### src/rtl/benchmark_result_streamer_pkg.sv
`default_nettype none
// ============================================================================
// Module      : benchmark_defs (package)
// Description : Shared frame layout, state encodings and result-set type for
//               the benchmark result streamer.
// Revision    : 1.0 - initial release
// ============================================================================
package benchmark_defs;

    localparam logic [7:0] HEADER_BYTE_DEF = 8'hA5;

    localparam int FRAME_LEN_CHK   = 20;
    localparam int FRAME_LEN_NOCHK = 19;

    localparam logic [4:0] IDX_HDR = 5'd0;
    localparam logic [4:0] IDX_SEQ = 5'd1;
    localparam logic [4:0] IDX_WIN = 5'd2;
    localparam logic [4:0] IDX_C1  = 5'd3;
    localparam logic [4:0] IDX_C4  = 5'd15;
    localparam logic [4:0] IDX_CHK = 5'd19;

    localparam logic [0:0] ST_IDLE = 1'b0;
    localparam logic [0:0] ST_SEND = 1'b1;

    typedef struct packed {
        logic [1:0]  winner;
        logic [31:0] cond1;
        logic [31:0] cond2;
        logic [31:0] cond3;
        logic [31:0] cond4;
    } result_set_t;

    // Counts are sent MS byte first, so position 0 is bits [31:24].
    function automatic logic [7:0] count_byte(input logic [31:0] count, input logic [1:0] pos);
        logic [7:0] b;
        case (pos)
            2'd0:    b = count[31:24];
            2'd1:    b = count[23:16];
            2'd2:    b = count[15:8];
            default: b = count[7:0];
        endcase
        return b;
    endfunction

endpackage
`default_nettype wire

### src/rtl/benchmark_result_streamer_if.sv
`default_nettype none
// ============================================================================
// Module      : benchmark_result_streamer_if
// Description : Valid/ready byte stream between the streamer and its sink.
// Revision    : 1.0 - initial release
// ============================================================================
interface benchmark_result_streamer_if;

    logic [7:0] tx_data;
    logic       tx_valid;
    logic       tx_ready;

    modport master (output tx_data, output tx_valid, input  tx_ready);
    modport slave  (input  tx_data, input  tx_valid, output tx_ready);

endinterface
`default_nettype wire

### src/rtl/benchmark_result_streamer_frame_mux.sv
`default_nettype none
// ============================================================================
// Module      : result_frame_mux
// Description : Combinational selection of frame byte[i_idx] from the active
//               result set, sequence number and running checksum.
// Revision    : 1.0 - initial release
// ============================================================================
module result_frame_mux
    import benchmark_defs::*;
#(
    parameter logic [7:0] HEADER_BYTE = HEADER_BYTE_DEF
) (
    input  result_set_t i_set,
    input  logic [7:0]  i_seq,
    input  logic [7:0]  i_chk,
    input  logic [4:0]  i_idx,
    output logic [7:0]  o_byte
);

    logic [4:0]  w_off;
    logic [31:0] w_count;

    // Count bytes occupy 3..18: offset[3:2] picks the condition, offset[1:0] the byte.
    assign w_off = i_idx - IDX_C1;

    always_comb begin
        w_count = 32'h0;
        case (w_off[3:2])
            2'd0:    w_count = i_set.cond1;
            2'd1:    w_count = i_set.cond2;
            2'd2:    w_count = i_set.cond3;
            default: w_count = i_set.cond4;
        endcase
    end

    always_comb begin
        o_byte = 8'h00;
        if (i_idx == IDX_HDR) begin
            o_byte = HEADER_BYTE;
        end else if (i_idx == IDX_SEQ) begin
            o_byte = i_seq;
        end else if (i_idx == IDX_WIN) begin
            o_byte = {6'b0, i_set.winner};
        end else if (i_idx >= IDX_C1 && i_idx <= IDX_C4 + 5'd3) begin
            o_byte = count_byte(w_count, w_off[1:0]);
        end else if (i_idx == IDX_CHK) begin
            o_byte = i_chk;
        end
    end

endmodule
`default_nettype wire

### src/rtl/benchmark_result_streamer.sv
`default_nettype none
// ============================================================================
// Module      : benchmark_result_streamer
// Description : Captures benchmark results on done rising and streams them as
//               a fixed byte frame, holding one pending set and counting drops.
// Revision    : 1.0 - initial release
// ============================================================================
module benchmark_result_streamer
    import benchmark_defs::*;
#(
    parameter logic [7:0] HEADER_BYTE = HEADER_BYTE_DEF,
    parameter bit         CHK_EN      = 1'b1,
    parameter int         DROP_W      = 8
) (
    input  logic                      clk,
    input  logic                      reset_n,
    input  logic                      done,
    input  logic [1:0]                winner,
    input  logic [31:0]               cycle_count_cond1,
    input  logic [31:0]               cycle_count_cond2,
    input  logic [31:0]               cycle_count_cond3,
    input  logic [31:0]               cycle_count_cond4,
    benchmark_result_streamer_if.master tx,
    output logic                      busy,
    output logic [DROP_W-1:0]         drop_count
);

    localparam logic [4:0] c_last_idx = CHK_EN ? 5'(FRAME_LEN_CHK - 1) : 5'(FRAME_LEN_NOCHK - 1);

    logic [0:0]        r_state;
    logic              r_done_q;
    logic              r_pend_valid;
    result_set_t       r_active;
    result_set_t       r_pend;
    logic [7:0]        r_seq;
    logic [4:0]        r_idx;
    logic [7:0]        r_chk;
    logic [DROP_W-1:0] r_drop;

    result_set_t w_inputs;
    logic [7:0]  w_mux_byte;
    logic [7:0]  w_tx_data;
    logic        w_tx_valid;
    logic        w_rise;
    logic        w_accept;
    logic        w_last;

    assign w_inputs = '{winner: winner, cond1: cycle_count_cond1, cond2: cycle_count_cond2,
                        cond3: cycle_count_cond3, cond4: cycle_count_cond4};

    result_frame_mux #(
        .HEADER_BYTE (HEADER_BYTE)
    ) u_frame_mux (
        .i_set  (r_active),
        .i_seq  (r_seq),
        .i_chk  (r_chk),
        .i_idx  (r_idx),
        .o_byte (w_mux_byte)
    );

    // Output is forced to zero outside a frame so the bus idles quietly.
    assign w_tx_valid  = (r_state == ST_SEND);
    assign w_tx_data   = w_tx_valid ? w_mux_byte : 8'h00;
    assign tx.tx_valid = w_tx_valid;
    assign tx.tx_data  = w_tx_data;

    assign w_rise   = done & ~r_done_q;
    assign w_accept = w_tx_valid & tx.tx_ready;
    assign w_last   = w_accept && (r_idx == c_last_idx);

    assign busy       = (r_state != ST_IDLE) | r_pend_valid;
    assign drop_count = r_drop;

    always_ff @(posedge clk or negedge reset_n) begin
        if (!reset_n) begin
            r_state      <= ST_IDLE;
            r_done_q     <= 1'b0;
            r_pend_valid <= 1'b0;
            r_active     <= '0;
            r_pend       <= '0;
            r_seq        <= 8'h00;
            r_idx        <= 5'd0;
            r_chk        <= 8'h00;
            r_drop       <= '0;
        end else begin
            r_done_q <= done;
            case (r_state)
                ST_IDLE: begin
                    if (w_rise) begin
                        r_active <= w_inputs;
                        r_idx    <= 5'd0;
                        r_chk    <= 8'h00;
                        r_state  <= ST_SEND;
                    end
                end
                ST_SEND: begin
                    if (w_last) begin
                        r_seq <= r_seq + 8'd1;
                        r_idx <= 5'd0;
                        r_chk <= 8'h00;
                        // Pending set goes out first; a coincident rise refills the slot.
                        if (r_pend_valid) begin
                            r_active <= r_pend;
                            if (w_rise) begin
                                r_pend <= w_inputs;
                            end else begin
                                r_pend_valid <= 1'b0;
                            end
                        end else if (w_rise) begin
                            r_active <= w_inputs;
                        end else begin
                            r_state <= ST_IDLE;
                        end
                    end else begin
                        if (w_accept) begin
                            r_idx <= r_idx + 5'd1;
                            r_chk <= r_chk ^ w_tx_data;
                        end
                        if (w_rise) begin
                            if (!r_pend_valid) begin
                                r_pend       <= w_inputs;
                                r_pend_valid <= 1'b1;
                            end else if (r_drop != {DROP_W{1'b1}}) begin
                                r_drop <= r_drop + DROP_W'(1);
                            end
                        end
                    end
                end
                default: r_state <= ST_IDLE;
            endcase
        end
    end

endmodule
`default_nettype wire

### src/flat_wrapper.sv
// flat-port wrapper written by rule: the top's interface ports become plain ports
module benchmark_result_streamer_flat import benchmark_defs::*;
#(
    parameter logic [7:0] HEADER_BYTE = HEADER_BYTE_DEF,
    parameter bit         CHK_EN      = 1'b1,
    parameter int         DROP_W      = 8
)
  (clk, reset_n, done, winner, cycle_count_cond1, cycle_count_cond2, cycle_count_cond3, cycle_count_cond4, busy, drop_count, tx_tx_data, tx_tx_valid, tx_tx_ready);
  benchmark_result_streamer_if tx_i ();
  input  logic clk;
  input  logic reset_n;
  input  logic done;
  input  logic [1:0] winner;
  input  logic [31:0] cycle_count_cond1;
  input  logic [31:0] cycle_count_cond2;
  input  logic [31:0] cycle_count_cond3;
  input  logic [31:0] cycle_count_cond4;
  output logic busy;
  output logic [DROP_W-1:0] drop_count;
  output wire logic [$bits(tx_i.tx_data)-1:0] tx_tx_data;
  output wire logic [$bits(tx_i.tx_valid)-1:0] tx_tx_valid;
  input wire logic [$bits(tx_i.tx_ready)-1:0] tx_tx_ready;
  assign tx_tx_data = tx_i.tx_data;
  assign tx_tx_valid = tx_i.tx_valid;
  assign tx_i.tx_ready = tx_tx_ready;
  benchmark_result_streamer #(.HEADER_BYTE(HEADER_BYTE), .CHK_EN(CHK_EN), .DROP_W(DROP_W)) u_core (.clk(clk), .reset_n(reset_n), .done(done), .winner(winner), .cycle_count_cond1(cycle_count_cond1), .cycle_count_cond2(cycle_count_cond2), .cycle_count_cond3(cycle_count_cond3), .cycle_count_cond4(cycle_count_cond4), .tx(tx_i), .busy(busy), .drop_count(drop_count));
endmodule
### config.mk
export PLATFORM = sky130hd
export DESIGN_NAME = benchmark_result_streamer_flat
export DESIGN_NICKNAME = d
export VERILOG_FILES = /design/src/rtl/benchmark_result_streamer_pkg.sv /design/src/rtl/benchmark_result_streamer_if.sv /design/src/rtl/benchmark_result_streamer_frame_mux.sv /design/src/rtl/benchmark_result_streamer.sv /design/src/flat_wrapper.sv
export SDC_FILE = /design/constraint.sdc
export NUM_CORES = 1
export LEC_CHECK = 0
export ABC_AREA = 1
export BUFFER_PORTS_ARGS = -buffer_cell sky130_fd_sc_hd__buf_2
export CAP_MARGIN = 20
export CORE_ASPECT_RATIO = 0.75
export CORE_MARGIN = 3
export CORE_UTILIZATION = 60
export CTS_CLUSTER_SIZE = 40
export DETAILED_ROUTE_END_ITERATION = 8
export GPL_TIMING_DRIVEN = 0
export PLACE_DENSITY = 0.81
export SLEW_MARGIN = 15
export SYNTH_ARGS = -nofsm -noshare
export SYNTH_HDL_FRONTEND = slang
export SYNTH_SLANG_ARGS = --single-unit
### constraint.sdc
create_clock -name clk -period 2.8 [get_ports clk]
set_input_delay 0.7 -clock clk [delete_from_list [all_inputs] [get_ports clk]]
set_output_delay 0.7 -clock clk [all_outputs]
set_load 0.01 [all_outputs]
==> impl_metrics.yaml, run 1 <==
floorplan:
  fp.dieH_um: 143.1
  initial_core_util: 0.6190
  rows: 49
  dieArea_um2: 27000
  core_um2: 24280
  pin_count: 152
  fp.dieW_um: 188.8
power:
  swShare: 0.4002
  switchingPower_mw: 7.499
  p_clk_frac: 0.225
  sequentialPowerShare: 0.355
  p_int_mw: 11.24
  power-per-cell-area_nw_per_um2: 1035
  p_leak_nw: 8.857
  comb_power_share: 0.420
  ir_drop_mv: 0.6578
worst_setup_path:
  path_class: "register to primary output"
  worstPathArrival_ns: 2.81
  critPathLaunch: "u_core.r_idx[1]"
  crit_required_ns: 2.10
  r2r_start: "u_core.r_idx[1]"
  crit_fanout: 7
  startpoint_type: "register"
  cp-end-kind: "primary output"
yosys:
  syn_inst: 1933
  ys_top_cells_by_area: "dfrtp_1 (49%), nand2_1 (15%), o21ai_0 (14%)"
  yosys_register_bits: 292
  synth-seq-area-share: 0.4862
  synth_flop_cell: "dfrtp_1"
  synthesis.area_um2: 15030
  syn_nets: 2076
  synth_edf_count: 0
  synth.distinct_cells: 39
  avgSynthCellArea_um2: 7.775
  synth_top_area_frac: 0.4862
  yosys.area.top_type: "dfrtp_1"
  async_flop_share: 1.000
  synth_warnings: 0
finish:
  drive_above_1_share: 0.1841
  multiInputGateArea_um2: 6814
  syn2layout_area_growth_pct: 20.47
  nets: 2305
  ff_latch_area_um2: 7311
  layout_common_cells: "nand2_1 (553), o21ai_0 (411), dfrtp_1 (289), buf_2 (174), inv_1 (162)"
  fillCellCount: 1929
  layout_commonest_cell: "nand2_1"
  n_antenna_cell: 0
global_routing:
  grt_pass1_vias: 14070
  grt.total_usage: 0.3659
  antenna_found_initial: 0
  grt_start_max_net_pins: 105
  grt_pass1_wl_um: 78320
  grt_overflow: 0
sta:
  slew_viol_final: 0
  finalSetupTns_ns: -6.024
  period_share: 1.253
  finalSetupViolCount: 9
  hold_viol_final: 0
  fmax_mhz: 285.0
  setup_ws_ns: -0.7089
  worst_slew_pin_slew_ns: 0.9899
  rsz0062_at_grt: "yes"
  finClkSkew_ns: 0.02378
  fin_crit_ns: 3.509
  slew_headroom: 0.3401
cts:
  cts_buffer_depth: 3
  clkSinkCount: 292
  clk_latency_ns: 0.56
  cts_max_level: 1
  cts_hold_buf: 0
  cts_tree: "built"
  clk_pin_slew_worst_paths_ns: 0.07
  cts_buffers: 29
  cts-root-buf: "clkbuf_16"
routing:
  drtPass1Iterations: 6
  routed_wl_um: 49950
  drt_iter0_markers: 1836
  vias: 15120
  routedWlPerCell_um: 19.86
  ant_nets: 0
  via_per_inst: 6.013
  drc_errors: 0
worst_hold_path:
  hp-class: "primary input to async pin"
placed_design:
  pre_cts_slack_ns: -0.6038
  numPortBuffers: 151
  hpwl_um: 35350
  gp_congestion: 1.009
run_status:
  status: "finished with violations"
  violations: "setup timing"
flow_run:
  drv_cap: 0
[layout make-up]
class,count,share of cell area
flip-flops and latches,292,0.4038
multi-input cells,1342,0.3763
repair buffers,199,0.06869
clock buffers,41,0.04588
inverters,171,0.03656
plain buffers,127,0.03517
well taps,331,0.02287
clock inverters,12,0.01071
[metrics by stage]
stage            util  hold slack [ns]  power (mW)  cell area (um^2)  instances
2_1_floorplan       -           0.4044       10.35             15030       1933
3_3_place_gp   0.6672           0.4596       12.34             16200       2415
3_5_place_dp   0.6710           0.4680       12.55             16290       2418
4_1_cts        0.7380          0.09816       18.06             17920       2507
5_1_grt        0.7458           0.1153       19.74             18110       2515
6_report       0.7458          0.07525       18.74             18110       2515
[flip-flops by register name (all words and copies together) (netlist names)]
register	count
u_core.r_active	130
u_core.r_idx	5
u_core.r_done_q	1
u_core.drop_count	8
u_core.r_pend_valid	1
u_core.tx.tx_valid	1
u_core.r_seq	8
u_core.r_chk	8
u_core.r_pend	130
[critical path: stages, from the launching register on]
cell,delay [ns]
dfrtp_2,0.44
ha_4,0.21
clkinv_4,0.06
nand2_4,0.06
nand2_8,0.13
clkinv_8,0.09
nor2_8,0.19
buf_6,0.17
nand2_2,0.06
nand3_2,0.08
nand2_1,0.06
nand3_1,0.09
nand2_1,0.09
nand2_2,0.11
nand2_2,0.06
nand2_2,0.07
nand2_1,0.06
nor2_1,0.08
buf_2,0.14
[Yosys cell counts, types with 2 or more instances]
| library cell | count |
|---|---|
| inv_1 | 162 |
| buf_4 | 2 |
| o21ai_0 | 416 |
| ha_1 | 9 |
| a21oi_1 | 24 |
| nor2_8 | 2 |
| buf_2 | 33 |
| clkinv_1 | 2 |
| o211ai_1 | 130 |
| buf_6 | 6 |
| nand3_1 | 49 |
| nor2_1 | 60 |
| o21ai_1 | 2 |
| nand4_1 | 15 |
| xor2_1 | 10 |
| nand2_1 | 593 |
| nor2_4 | 2 |
| dfrtp_1 | 292 |
| inv_2 | 6 |
| mux2_2 | 2 |
| nand2_4 | 2 |
| xnor2_1 | 5 |
| clkbuf_1 | 86 |
| nor3_1 | 4 |
| nand2_2 | 5 |
[path summary, 6_finish.rpt]
check	to	cells past startpoint	slack, ns
worst min register to register	u_core.r_pend[6]	2	0.48
worst max register to register	u_core.r_chk[0]	28	-0.70
worst max-delay path	tx_tx_data[3]	18	-0.71
worst min-delay path	u_core.r_pend[72]	1	0.08
max in group asynchronous	u_core.r_pend[0]	2	1.81
min in group clk	u_core.r_done_q	1	0.28
[power by group through the flow]
stage / combinational, mW / sequential [mW] / clock (mW)
after floorplan: 4.22 / 6.13 / 0
after global placement: 5.79 / 6.55 / 0
after detailed placement: 5.98 / 6.58 / 0
after CTS: 7.28 / 6.55 / 4.22
after global routing: 8.59 / 6.74 / 4.41
final: 7.88 / 6.65 / 4.21
[cells by family (layout without fill, tap and decap cells)]
| family | Yosys count | count (layout) | share of synthesized area |
|---|---|---|---|
| flops | 292 | 292 | 0.4862 |
| fa+ha+maj | 9 | 9 | 0.007493 |
| xor+xnor | 15 | 15 | 0.008741 |
| compound gates | 578 | 578 | 0.2164 |
| buf+inv | 299 | 550 | 0.08125 |
| mux | 2 | 2 | 0.001498 |
| simple gates | 738 | 738 | 0.1985 |
[layer usage]
layer | vias up | routed length (um) | global-route usage
li1 | 6863 | - | -
met1 | 7230 | 20970 | 0.5452
met2 | 926 | 21630 | 0.5394
met3 | 103 | 6037 | 0.08785
met4 | 0 | 1311 | 0.1022
met5 | - | 0 | 0
[timing repair]
action | in CTS | in global routing
endpoints found under the setup margin | 244 | 224
gates cloned | 4 | 2
resized for setup | 99 | 49
endpoints found under the hold margin | 0 | 0
buffers inserted | 32 | 7
pin swaps | 33 | 27
No activity file was read; power rests on OpenSTA's default activity.
==> run 2, diff against run 1 <==
--- a/config.mk
+++ b/config.mk
@@ -16,3 +16,3 @@
 export GPL_TIMING_DRIVEN = 0
-export PLACE_DENSITY = 0.81
+export PLACE_DENSITY = 0.86
 export SLEW_MARGIN = 15
==> constraint.sdc (replaced) <==
create_clock -name clk -period 2.8 [get_ports clk]
set_input_delay 0.56 -clock clk [delete_from_list [all_inputs] [get_ports clk]]
set_output_delay 0.56 -clock clk [all_outputs]
set_load 0.01 [all_outputs]
==> run 2 against run 1 <==
The flow finishes with violations (hold timing, setup timing). Non-clock buffer count is 13 lower. Count of clock-buffer cells in the layout is 2 higher. First-iteration DRC count increased by 16%. Critical path depth down 1. Design area fell by 1.6%. Combinational power fell by 6.3%. Hold slack lost 0.077 ns. Setup slack improved by 0.14 ns. Via count is 0.91% lower. Total power is 4.6% lower. Sequential cell count is the same. Largest cell class unchanged.
==> impl_metrics.yaml, run 2 (synthesized netlist as in run 1, its figures left out) <==
worst_setup_path:
  worstPathArrival_ns: 2.81
  slowest_delay_ns: 0.45
  crit_fanout: 10
  path_buf_inv: 5
  path_class: "register to primary output"
  cpMaxStageDelayCell: "dfrtp_2"
  startpoint_type: "register"
  path_delay_family: "simple AND/OR/NAND/NOR gates"
  path_common_cell: "nand2_1"
  crit_required_ns: 2.24
  crit_chain: "ha_4 > inv_6 > nand2_4 > nand2_8 > inv_8 > nor2_8 > buf_4 > buf_4 > nand2_1 > nand3_2 > nand2_1 > nand2_1 > o21ai_2 > nand2_1 > nand2_1 > a21oi_1 > buf_2"
  cp-end-kind: "primary output"
cts:
  cts_tree: "built"
  cts_buffers: 28
  cts-root-buf: "clkbuf_16"
  cts_max_level: 1
  clk_latency_ns: 0.55
  cts_buffer_depth: 3
  clkSinkCount: 292
  clk_pin_slew_worst_paths_ns: 0.07
floorplan:
  dieArea_um2: 27000
  fp.dieH_um: 143.1
  rows: 49
  initial_core_util: 0.6190
  pin_count: 152
  core_um2: 24280
  fp.dieW_um: 188.8
placed_design:
  pre_cts_slack_ns: -0.4444
  gp_congestion: 1.029
  numPortBuffers: 151
  place_inst: 2417
  hpwl_um: 34490
finish:
  fin_cells: 2501
  syn2layout_area_growth_pct: 18.53
  drive_above_1_share: 0.1631
  ff_latch_area_um2: 7311
  nets: 2292
  multiInputGateArea_um2: 6720
  n_antenna_cell: 0
  top_regs: "u_core.r_active x130, u_core.r_pend x130"
  layout_commonest_cell: "nand2_1"
  layout_common_cells: "nand2_1 (568), o21ai_0 (399), dfrtp_1 (289), buf_2 (171), inv_1 (162)"
  fillCellCount: 1821
power:
  power-per-cell-area_nw_per_um2: 1003
  p_leak_nw: 8.693
  ir_drop_mv: 0.5611
routing:
  ant_nets: 0
  drc_errors: 0
  routedWlPerCell_um: 19.55
  via_per_inst: 5.992
  routed_wl_um: 48890
  vias: 14990
  drt_iter0_markers: 2136
  drtPass1Iterations: 6
sta:
  fmax_mhz: 296.9
  rsz0062_at_grt: "yes"
  finClkSkew_ns: 0.01370
  slew_viol_final: 0
  finalSetupViolCount: 8
  slew_headroom: 0.3504
  hold_viol_final: 3
  period_share: 1.203
  setup_ws_ns: -0.5682
  fin_crit_ns: 3.368
  hold_ws_ns: -0.002009
  worst_slew_pin_slew_ns: 0.9744
worst_hold_path:
  hp-class: "primary input to async pin"
global_routing:
  grt_overflow: 0
  grt_start_max_net_pins: 113
  grt_pass1_vias: 13990
  grt_pass1_wl_um: 76470
  grt.total_usage: 0.3587
  antenna_found_initial: 0
run_status:
  violations: "hold timing, setup timing"
  status: "finished with violations"
flow_run:
  drv_cap: 0
==> run 2: metrics by stage <==
step / setup TNS (ns) / instance area, um^2 / power, mW / utilization
finish: -4.341 / 17810 / 17.87 / 0.7338
global route: -5.231 / 17810 / 18.83 / 0.7338
CTS: -3.913 / 17680 / 17.38 / 0.7281
detailed placement: -52.78 / 16260 / 12.53 / 0.6699
global placement: -1250.18 / 16200 / 12.29 / 0.6672
floorplan: 0 / 15030 / 10.35 / -
==> run 2: where the power goes <==
group / switching (mW) / internal [mW]
clock: 1.67 / 2.24
combinational: 4.45 / 2.93
sequential: 1.15 / 5.44
total: 7.26 / 10.6
==> run 2: worst reg2reg max path, delay by kind of cell, from the launching register on <==
kind / cells / cell delay (ns)
AOI/OAI and AO/OA: 1 / 0.13
adders and majority gates: 1 / 0.21
buffers and inverters: 5 / 0.91
DFF: 1 / 0.42
and+or+nand+nor: 6 / 0.98
==> run 2: timing repair <==
item	CTS	global route
resized for setup	79	54
setup buffers	22	6
hold endpoints to repair	0	0
hold buffers	0	0
setup endpoints to repair	238	234
cloned	6	0
pin swaps	19	7
==> run 2: worst paths after layout <==
check | slack, ns | endpoint | startpoint | cells past startpoint
worst min-delay path | -0.002 | u_core.r_pend[75] | reset_n | 1
max in group asynchronous | 1.80 | u_core.r_active[15] | reset_n | 2
worst min register to register | 0.48 | u_core.r_pend[59] | u_core.r_pend[59] | 2
worst max register to register | 0.08 | u_core.r_pend[13] | u_core.r_idx[1] | 13
worst max-delay path | -0.57 | tx_tx_data[7] | u_core.r_idx[1] | 17
min in group clk | 0.15 | u_core.r_done_q | done | 1
==> run 2: final cells by class <==
type / instances / share of cell area
clock inverters: 8 / 0.005057
clock buffers: 43 / 0.04706
plain buffers: 127 / 0.03638
repair buffers: 186 / 0.06349
flip-flops and latches: 292 / 0.4104
multi-input cells: 1343 / 0.3772
inverters: 171 / 0.03715
well taps: 331 / 0.02325
==> run 2: routing by layer <==
layer | share of wire | vias up | track usage | wire length, um
met5 | 0 | - | 0 | 0
met4 | 0.032 | 0 | 0.1148 | 1564
met3 | 0.13 | 105 | 0.08810 | 6177
met2 | 0.43 | 926 | 0.5358 | 21040
met1 | 0.41 | 7125 | 0.5216 | 20110
li1 | - | 6829 | - | -
